File: src/rtl/turf_pkg.sv
`default_nettype none
// +----------------------------------------------------------------------------+
// | turf_pkg                                                                   |
// | Shared widths, player colours, FSM encoding and colour-to-player helper.   |
// | Rev 1.0                                                                    |
// +----------------------------------------------------------------------------+
package turf_pkg;

    localparam int TURF_X_W         = 8;
    localparam int TURF_Y_W         = 7;
    localparam int TURF_ADDR_W      = TURF_X_W + TURF_Y_W;
    localparam int TURF_COLOUR_W    = 3;
    localparam int TURF_COUNT_W     = 15;
    localparam int TURF_NUM_PLAYERS = 4;

    localparam logic [TURF_COLOUR_W-1:0] BG_COL = 3'b000;
    localparam logic [TURF_COLOUR_W-1:0] P1_COL = 3'b001;
    localparam logic [TURF_COLOUR_W-1:0] P2_COL = 3'b010;
    localparam logic [TURF_COLOUR_W-1:0] P3_COL = 3'b100;
    localparam logic [TURF_COLOUR_W-1:0] P4_COL = 3'b110;

    typedef enum logic [1:0] {
        ST_IDLE   = 2'd0,
        ST_READ   = 2'd1,
        ST_UPDATE = 2'd2,
        ST_CLEAR  = 2'd3
    } state_t;

    typedef struct packed {
        logic       valid;
        logic [1:0] idx;
    } owner_t;

    // Background and the unassigned colours belong to nobody.
    function automatic owner_t colour_owner(input logic [TURF_COLOUR_W-1:0] colour);
        owner_t o;
        o.valid = 1'b1;
        o.idx   = 2'd0;
        case (colour)
            P1_COL:  o.idx = 2'd0;
            P2_COL:  o.idx = 2'd1;
            P3_COL:  o.idx = 2'd2;
            P4_COL:  o.idx = 2'd3;
            default: o.valid = 1'b0;
        endcase
        return o;
    endfunction

endpackage
`default_nettype wire

File: src/rtl/plot_fifo.sv
`default_nettype none
// +----------------------------------------------------------------------------+
// | plot_fifo                                                                  |
// | Synchronous command FIFO; push and pop together are legal even when full.  |
// | Rev 1.0                                                                    |
// +----------------------------------------------------------------------------+
module plot_fifo #(
    parameter int WIDTH = 18,
    parameter int DEPTH = 4
) (
    input  logic             clk,
    input  logic             rst,
    input  logic             push,
    input  logic             pop,
    input  logic             flush,
    input  logic [WIDTH-1:0] din,
    output logic             full,
    output logic             empty,
    output logic             last,
    output logic [WIDTH-1:0] head
);

    localparam int c_AW = $clog2(DEPTH);

    logic [WIDTH-1:0] r_mem [DEPTH];
    logic [c_AW-1:0]  r_rd_ptr;
    logic [c_AW-1:0]  r_wr_ptr;
    logic [c_AW:0]    r_count;
    logic             w_do_push;
    logic             w_do_pop;

    assign full      = (r_count == (c_AW+1)'(DEPTH));
    assign empty     = (r_count == '0);
    assign last      = (r_count == (c_AW+1)'(1));
    assign head      = r_mem[r_rd_ptr];
    assign w_do_pop  = pop && !empty;
    assign w_do_push = push && (!full || w_do_pop);

    always_ff @(posedge clk) begin
        if (w_do_push && !rst && !flush) begin
            r_mem[r_wr_ptr] <= din;
        end
    end

    always_ff @(posedge clk) begin
        if (rst || flush) begin
            r_rd_ptr <= '0;
            r_wr_ptr <= '0;
            r_count  <= '0;
        end else begin
            if (w_do_push) begin
                r_wr_ptr <= r_wr_ptr + c_AW'(1);
            end
            if (w_do_pop) begin
                r_rd_ptr <= r_rd_ptr + c_AW'(1);
            end
            case ({w_do_push, w_do_pop})
                2'b10:   r_count <= r_count + (c_AW+1)'(1);
                2'b01:   r_count <= r_count - (c_AW+1)'(1);
                default: r_count <= r_count;
            endcase
        end
    end

endmodule
`default_nettype wire

File: src/rtl/turf_plot_sink.sv
`default_nettype none
// +----------------------------------------------------------------------------+
// | turf_plot_sink                                                             |
// | Applies plot commands to the game RAM by read-modify-write, tracking live  |
// | per-player pixel counts; also sweeps the whole board to background.        |
// | Rev 1.0                                                                    |
// +----------------------------------------------------------------------------+
module turf_plot_sink
    import turf_pkg::*;
#(
    parameter int X_W        = TURF_X_W,
    parameter int Y_W        = TURF_Y_W,
    parameter int COLOUR_W   = TURF_COLOUR_W,
    parameter int FIFO_DEPTH = 4,
    parameter int COUNT_W    = TURF_COUNT_W
) (
    input  logic                   CLOCK_50,
    input  logic                   reset,
    input  logic [X_W-1:0]         x,
    input  logic [Y_W-1:0]         y,
    input  logic [COLOUR_W-1:0]    colour,
    input  logic                   plot,
    output logic                   ready,
    input  logic                   clear,
    output logic                   busy,
    output logic                   dropped,
    output logic [X_W+Y_W-1:0]     ram_address,
    output logic [COLOUR_W-1:0]    ram_data,
    output logic                   ram_wren,
    input  logic [COLOUR_W-1:0]    ram_q,
    output logic [COUNT_W-1:0]     p1_count,
    output logic [COUNT_W-1:0]     p2_count,
    output logic [COUNT_W-1:0]     p3_count,
    output logic [COUNT_W-1:0]     p4_count
);

    localparam int                  c_ADDR_W    = X_W + Y_W;
    localparam int                  c_CMD_W     = X_W + Y_W + COLOUR_W;
    localparam logic [COUNT_W-1:0]  c_COUNT_ONE = COUNT_W'(1);
    localparam logic [COUNT_W-1:0]  c_COUNT_MAX = '1;
    localparam logic [c_ADDR_W-1:0] c_ADDR_ONE  = c_ADDR_W'(1);
    localparam logic [c_ADDR_W-1:0] c_ADDR_LAST = '1;

    state_t                r_state;
    logic [c_ADDR_W-1:0]   r_ram_address;
    logic [COLOUR_W-1:0]   r_ram_data;
    logic                  r_clear_pend;
    logic                  r_dropped;
    logic [COUNT_W-1:0]    r_count [TURF_NUM_PLAYERS];

    logic                  w_fifo_push;
    logic                  w_fifo_pop;
    logic                  w_fifo_flush;
    logic                  w_fifo_full;
    logic                  w_fifo_empty;
    logic                  w_fifo_last;
    logic [c_CMD_W-1:0]    w_fifo_head;
    logic [c_ADDR_W-1:0]   w_head_addr;
    logic [COLOUR_W-1:0]   w_head_colour;
    logic                  w_clear_req;
    logic                  w_more;
    logic                  w_changed;
    owner_t                w_old_owner;
    owner_t                w_new_owner;

    assign w_head_addr   = w_fifo_head[c_CMD_W-1:COLOUR_W];
    assign w_head_colour = w_fifo_head[COLOUR_W-1:0];

    assign ready        = !w_fifo_full && !r_clear_pend && (r_state != ST_CLEAR);
    assign busy         = (r_state != ST_IDLE) || !w_fifo_empty || r_clear_pend;
    assign dropped      = r_dropped;

    // A plot that coincides with a clear request is discarded.
    assign w_fifo_push  = plot && ready && !clear;
    assign w_fifo_pop   = (r_state == ST_UPDATE);
    assign w_clear_req  = r_clear_pend || clear;
    assign w_fifo_flush = (r_state == ST_IDLE) && w_clear_req;
    assign w_more       = !w_fifo_last || w_fifo_push;

    assign w_changed    = (ram_q != r_ram_data);
    assign w_old_owner  = colour_owner(ram_q);
    assign w_new_owner  = colour_owner(r_ram_data);

    // READ presents the head address directly so the RAM latches it at the end of READ.
    assign ram_address  = (r_state == ST_READ) ? w_head_addr : r_ram_address;
    assign ram_data     = r_ram_data;
    // Gating with reset keeps an interrupted UPDATE from committing its write.
    assign ram_wren     = !reset && (((r_state == ST_UPDATE) && w_changed) || (r_state == ST_CLEAR));

    assign p1_count = r_count[0];
    assign p2_count = r_count[1];
    assign p3_count = r_count[2];
    assign p4_count = r_count[3];

    plot_fifo #(
        .WIDTH (c_CMD_W),
        .DEPTH (FIFO_DEPTH)
    ) u_plot_fifo (
        .clk   (CLOCK_50),
        .rst   (reset),
        .push  (w_fifo_push),
        .pop   (w_fifo_pop),
        .flush (w_fifo_flush),
        .din   ({x, y, colour}),
        .full  (w_fifo_full),
        .empty (w_fifo_empty),
        .last  (w_fifo_last),
        .head  (w_fifo_head)
    );

    always_ff @(posedge CLOCK_50) begin
        if (reset) begin
            r_state       <= ST_IDLE;
            r_ram_address <= '0;
            r_ram_data    <= '0;
            r_clear_pend  <= 1'b0;
            r_dropped     <= 1'b0;
            for (int p = 0; p < TURF_NUM_PLAYERS; p++) begin
                r_count[p] <= '0;
            end
        end else begin
            if (plot && !ready) begin
                r_dropped <= 1'b1;
            end
            if (clear && (r_state != ST_CLEAR)) begin
                r_clear_pend <= 1'b1;
            end

            case (r_state)
                ST_IDLE: begin
                    if (w_clear_req) begin
                        r_state       <= ST_CLEAR;
                        r_ram_address <= '0;
                        r_ram_data    <= BG_COL;
                        r_clear_pend  <= 1'b0;
                        r_dropped     <= 1'b0;
                        for (int p = 0; p < TURF_NUM_PLAYERS; p++) begin
                            r_count[p] <= '0;
                        end
                    end else if (!w_fifo_empty) begin
                        r_state <= ST_READ;
                    end
                end

                ST_READ: begin
                    r_ram_address <= w_head_addr;
                    r_ram_data    <= w_head_colour;
                    r_state       <= ST_UPDATE;
                end

                ST_UPDATE: begin
                    // Old and new colours differ here, so at most one owner loses and another gains.
                    if (w_changed) begin
                        for (int p = 0; p < TURF_NUM_PLAYERS; p++) begin
                            if (w_old_owner.valid && (w_old_owner.idx == 2'(p)) && (r_count[p] != '0)) begin
                                r_count[p] <= r_count[p] - c_COUNT_ONE;
                            end
                            if (w_new_owner.valid && (w_new_owner.idx == 2'(p)) && (r_count[p] != c_COUNT_MAX)) begin
                                r_count[p] <= r_count[p] + c_COUNT_ONE;
                            end
                        end
                    end
                    r_state <= (w_more && !w_clear_req) ? ST_READ : ST_IDLE;
                end

                ST_CLEAR: begin
                    r_ram_address <= r_ram_address + c_ADDR_ONE;
                    if (r_ram_address == c_ADDR_LAST) begin
                        r_state <= ST_IDLE;
                    end
                end

                default: r_state <= ST_IDLE;
            endcase
        end
    end

endmodule
`default_nettype wire

File: config.mk
export PLATFORM = sky130hd
export DESIGN_NAME = turf_plot_sink
export DESIGN_NICKNAME = d
export VERILOG_FILES = /design/src/rtl/turf_pkg.sv /design/src/rtl/plot_fifo.sv /design/src/rtl/turf_plot_sink.sv
export SDC_FILE = /design/constraint.sdc
export NUM_CORES = 1
export LEC_CHECK = 0
export CORE_MARGIN = 1.5
export CORE_UTILIZATION = 50
export DETAILED_ROUTE_END_ITERATION = 16
export PLACE_DENSITY = 0.86
export SLEW_MARGIN = 10
export SYNTH_ARGS = -nofsm -noshare
export SYNTH_HDL_FRONTEND = slang
export SYNTH_SLANG_ARGS = --single-unit
export TNS_END_PERCENT = 5
File: constraint.sdc
create_clock -name CLOCK_50 -period 3.3 [get_ports CLOCK_50]
set_input_delay 0.495 -clock CLOCK_50 [delete_from_list [all_inputs] [get_ports CLOCK_50]]
set_output_delay 0.495 -clock CLOCK_50 [all_outputs]
set_load 0.02 [all_outputs]
# --- Word level (Yosys, flattened, before mapping) ---
# Memories as Yosys holds them, arrays and structs flattened. A register that Yosys moved wholly into a read port is not among the register bits.
# Cells that the tools add are included.
classes:
  reduce_logical: 63
  n_mux: 83
  n_eq_ne: 31
  n_addsub: 13
  bitwise: 12
op_table:
  columns: ["op", "n"]
  rows:
  - ["$mux 15", 14]
  - ["$add 15x1->15 const B", 5]
  - ["$ne 15x15->1 const B", 4]
  - ["$reduce_bool 15->1", 4]
  - ["$sub 15x1->15 const B", 4]
  - ["$mux 1", 57]
  - ["$pmux 15 s3", 1]
  - ["$logic_and 1x1->1", 30]
  - ["$eq 15x15->1 const B", 1]
  - ["$eq 3x3->1 const B", 5]
  - ["$eq 2x2->1 const B", 7]
  - ["$or 1x1->1", 12]
  - ["$pmux 2 s3", 2]
  - ["$pmux 3 s2", 2]
  - ["$mux 2", 5]
  - ["$eq 3x1->1 const B", 3]
  - ["$logic_not 1->1", 9]
  - ["$eq 2x1->1 const B", 4]
  - ["$pmux 2 s4", 1]
  - ["$reduce_or 4->1", 2]
  - ["$logic_or 1x1->1", 7]
  - ["$eq 3x2->1 const B", 2]
  - ["$logic_not 2->1", 3]
  - ["$reduce_and 2->1", 3]
  - ["other kinds (11)", 15]
totals:
  ff_bits: 29
  out_inout_bits: 82
  n_memories: 2
  wordCells: 212
  ramBits: 132
mem_list:
  columns: ["name", "words", "word_bits", "read_ports", "rd_clocked_by_memory_dff", "wr", "line_no", "rtl"]
  rows:
  - ["u_plot_fifo.r_mem", 4, 18, 1, 1, 1, "plot_fifo.sv:25", "logic [WIDTH-1:0] r_mem [DEPTH];"]
  - ["r_count", 4, 15, 4, 0, 4, "turf_plot_sink.sv:49", "logic [COUNT_W-1:0] r_count [TURF_NUM_PLAYERS];"]

# --- Logic depth before layout (Yosys ltp) ---
depth:
  ltp_word: 12
  ltp_mapped: 12
  mapped_depth_nobuf: 11

# --- By module ---
# Synthesis repeated with hierarchy kept, for this count alone.
hier_totals:
  hier_cells: 957
  area_unflattened_um2: 9745.6
modules_own_cells:
  columns: ["mod", "cells_each", "seq_area_each_um2", "area_each_um2", "n_inst"]
  rows:
  - ["turf_plot_sink", 781, 2242.2, 6454.9, 1]
  - ["plot_fifo", 176, 2342.2, 3290.7, 1]

# --- Least setup slack after synthesis ---
# Ideal clock, no wire load.
synth_timing:
  kind: "flip-flop to flip-flop"
  start: "register r_ram_data[0] (netlist: ram_data[0])"
  end: "memory r_count[3][13] (netlist name), data pin"
  t_required_ps: 3031
  stages_incl_launch_ff: 13
  slack_ps: -188
  arrival_time_ps: 3218
  path_cell_list: "dfxtp_1 > buf_4 > xnor2_2 > a311oi_4 > buf_4 > nand2_1 > ha_1 > o21ai_0 > o21bai_1 > a2111oi_0 > or4_1 > a21boi_0 > nor3_1"
synth_rtl:
  columns: ["element", "line_no", "rtl"]
  rows:
  - ["start: declaration", "turf_plot_sink.sv:46", "logic [COLOUR_W-1:0] r_ram_data;"]
  - ["start signal: assignment", "turf_plot_sink.sv:147", "r_ram_data <= w_head_colour;"]
  - ["end: declaration", "turf_plot_sink.sv:49", null]

==> results.ini <==
[outcome]
outcome = completed

[logic_synthesis]
yosysSeqAreaShare_pct = 47.71
syn-num-nets = 995
synth.avg_cell_area_sq_um = 10.24
synthTopCellsByCount = edfxtp_1 (132), nand2_1 (107), nor2_1 (79), a21oi_1 (66), o21ai_0 (40)
yosys-top-cells-area = edfxtp_1 (41%), dfxtp_1 (6.5%), mux4_2 (4.2%)
synth_seq_cells = 163
yosysMostFrequentCell = edfxtp_1
netlist_area_sq_um = 9609
ys.warnings.count = 0
yosysTopAreaCellShare_pct = 41.25
synth-main-ff-cell = edfxtp_1
synth_cell_types = 89
ys_async_sr_fraction_pct = 0
yosysTopAreaCell = edfxtp_1
synth_edf_count = 132
synth_cells = 938

[floorplan]
initial_core_util_pct = 51.20
die_area_sq_um = 20060
die_h_microns = 141.6
pin_count = 107
rows = 50
chipWidth_microns = 141.6
core_sq_um = 18770

[worst_setup_path]
critical_path.cell_chain = clkdlybuf4s50_1, xnor2_2, a311oi_4, nand2_4, ha_1, o21ai_0, o21bai_1, buf_4, a31o_2, a211oi_2, or4_1, a21oi_1
crit_family = compound AO/OA/AOI/OAI gates
reg2reg_depth = 13
slowest_stage = clkdlybuf4s50_1
critPathBufInv = 2
critPathRequiredTime_ps = 3580
setup.worst_path.class = primary input to flip-flop
r2r_start = r_count[3][14]
crit_start = ram_q[0]
startpoint_type = primary input
rr_endpoint = r_count[3][11]
endpoint_kind = flip-flop
critPathArrivalTime_ps = 3500
r2r_setup_slack_ps = 150
slowest_delay_ps = 500
crit_path_max_fanout = 9

[timing]
rsz0062_at_grt = true
hold_ws_ps = 476.0
fin_crit_sh_pct = 97.54
clock-skew-final_ps = 8.884
setup_ws_ps = 81.23
fmax_ghz = 0.3107
fin_crit_ps = 3219
setup_tns_ps = 0
slew_viol_final = 0
hold_viol = 0
slew-limit-headroom_pct = 37.68
tightest_slew_ps = 924.7
setup_viol = 0

[global_route]
overflow = 0
grtUsageTotal_pct = 24.26
grt_max_degree = 30
grt_pass1_vias = 7861
grt_pass1_wl_microns = 38830
grt_antenna_before_repair = 1

[detailed_routing]
drc = 0
wl_per_cell_microns = 18.10
highest_layer = met4
drtAntennaViolNets = 0
viasPerCell = 6.216
vias = 8361
wl_met2_microns = 12140
first_iter_violations = 787
postRouteWirelength_microns = 24340
met1_length_microns = 9937
firstDrtPassIters = 6
wl_met3_microns = 1839

[cells_and_area]
fin_area_sq_um = 12000
drive_above_1_share_pct = 16.20
diodes = 0
final_core_util_pct = 63.96
synthToLayoutAreaGrowth_pct = 24.92
finalNonFillerCells = 1345
layout.nets = 1156

[hold_path]
hp-start = dropped
worstHoldPathType = flip-flop to flip-flop
hold_path_depth = 2
hold_path_end = dropped

[placement]
gp_congestion = 0.8900
place_ws_ps = -376.5
dp_hpwl_microns = 16980
place_area_sq_um = 11410
numPortBuffers = 106
placed_cells = 1313

[clocking]
root_buffer = clkbuf_16
clock_path_buffers = 2
cts_tree = built
numCtsBuffers = 17
cts_sinks = 163
clk_pin_slew_ps = 70
clock_latency_ps = 430
cts_max_level = 4
cts_hold_buf = 0

[power]
cellLeakagePower_nw = 4.232
peakVddDrop_mv = 0.4111
p_total_mw = 7.513
power_density_nw_per_um2 = 625.9

[job]
drv_cap = 0

-- per-layer routing --
metal,track usage [%],vias up
li1,-,3929
met1,31.19,4012
met2,41.23,382
met3,5.332,38
met4,7.162,0
met5,0,-
-- layout make-up --
type                    instances  area [sq um]
clock buffers                  17         425.4
clock inverters                14         132.6
fillers                      1436          6764
inverters                      35         131.4
multi-input cells             685          4668
flip-flops and latches        163          4584
well taps                     234         292.8
repair buffers                197          1769
-- sequential cells by signal, indices dropped and copies added (netlist names), named ones only --
signal                count
dropped                   1
r_clear_pend              1
r_count                  60
r_ram_address            15
r_state                   2
ram_data                  3
u_plot_fifo.r_count       3
u_plot_fifo.r_mem        72
u_plot_fifo.r_rd_ptr      2
u_plot_fifo.r_wr_ptr      2
-- timing repair --
action / 4_1_cts / 5_1_grt
setup buffers: 0 / 1
setup endpoints to repair: 0 / 6
gates resized for setup: 0 / 5
endpoints found under the hold margin: 0 / 0
-- layout by cell type, fill, tap and decap left out, types with 14 or more instances in the layout --
master and instances:
edfxtp_1 132, a21oi_1 66, mux4_2 18, a221oi_1 19, nor3_1 35, nand3_1 39
nor4_1 14, inv_1 34, nand2_1 106, ha_1 30, o21ai_0 40, nor2_1 79
dfxtp_1 31, clkbuf_16 17, buf_4 89, clkdlybuf4s50_1 106
-- worst max path at each step --
stage               slack (ps)  cells after the start        endpoint
floorplan                   20                     12  r_count[3][13]
global placement          -280                     11  r_count[3][13]
detailed placement        -380                     11  r_count[3][13]
CTS                         30                     12  r_count[3][13]
global route               -40                     11  r_count[3][13]
finish                      80                     12  r_count[3][11]
-- where the power goes --
part | switching, mW | internal, mW | total [mW] | leakage (nW)
registers | 0.403 | 2.56 | 2.96 | 1.54
logic | 1.47 | 1.17 | 2.64 | 2.42
clock network | 0.861 | 1.05 | 1.91 | 0.269
total | 2.73 | 4.78 | 7.51 | 4.23
-- tightest hold or removal path: cells and delay by family (launching register included) --
kind	cells	cell delay [ps]
flops	1	330
simple gates	1	70
compound gates	1	40
-- cell families (layout without fill, tap and decap cells) --
kind of cell | after synthesis | count (layout) | share of synthesized area, %
flops | 163 | 163 | 47.71
compound gates | 247 | 247 | 18.26
fa+ha+maj | 32 | 32 | 4.245
xor+xnor | 20 | 20 | 2.057
buf+inv | 90 | 263 | 4.127
simple gates | 364 | 364 | 18.95
mux | 22 | 22 | 4.661
Power figures use the tool's default switching activity.
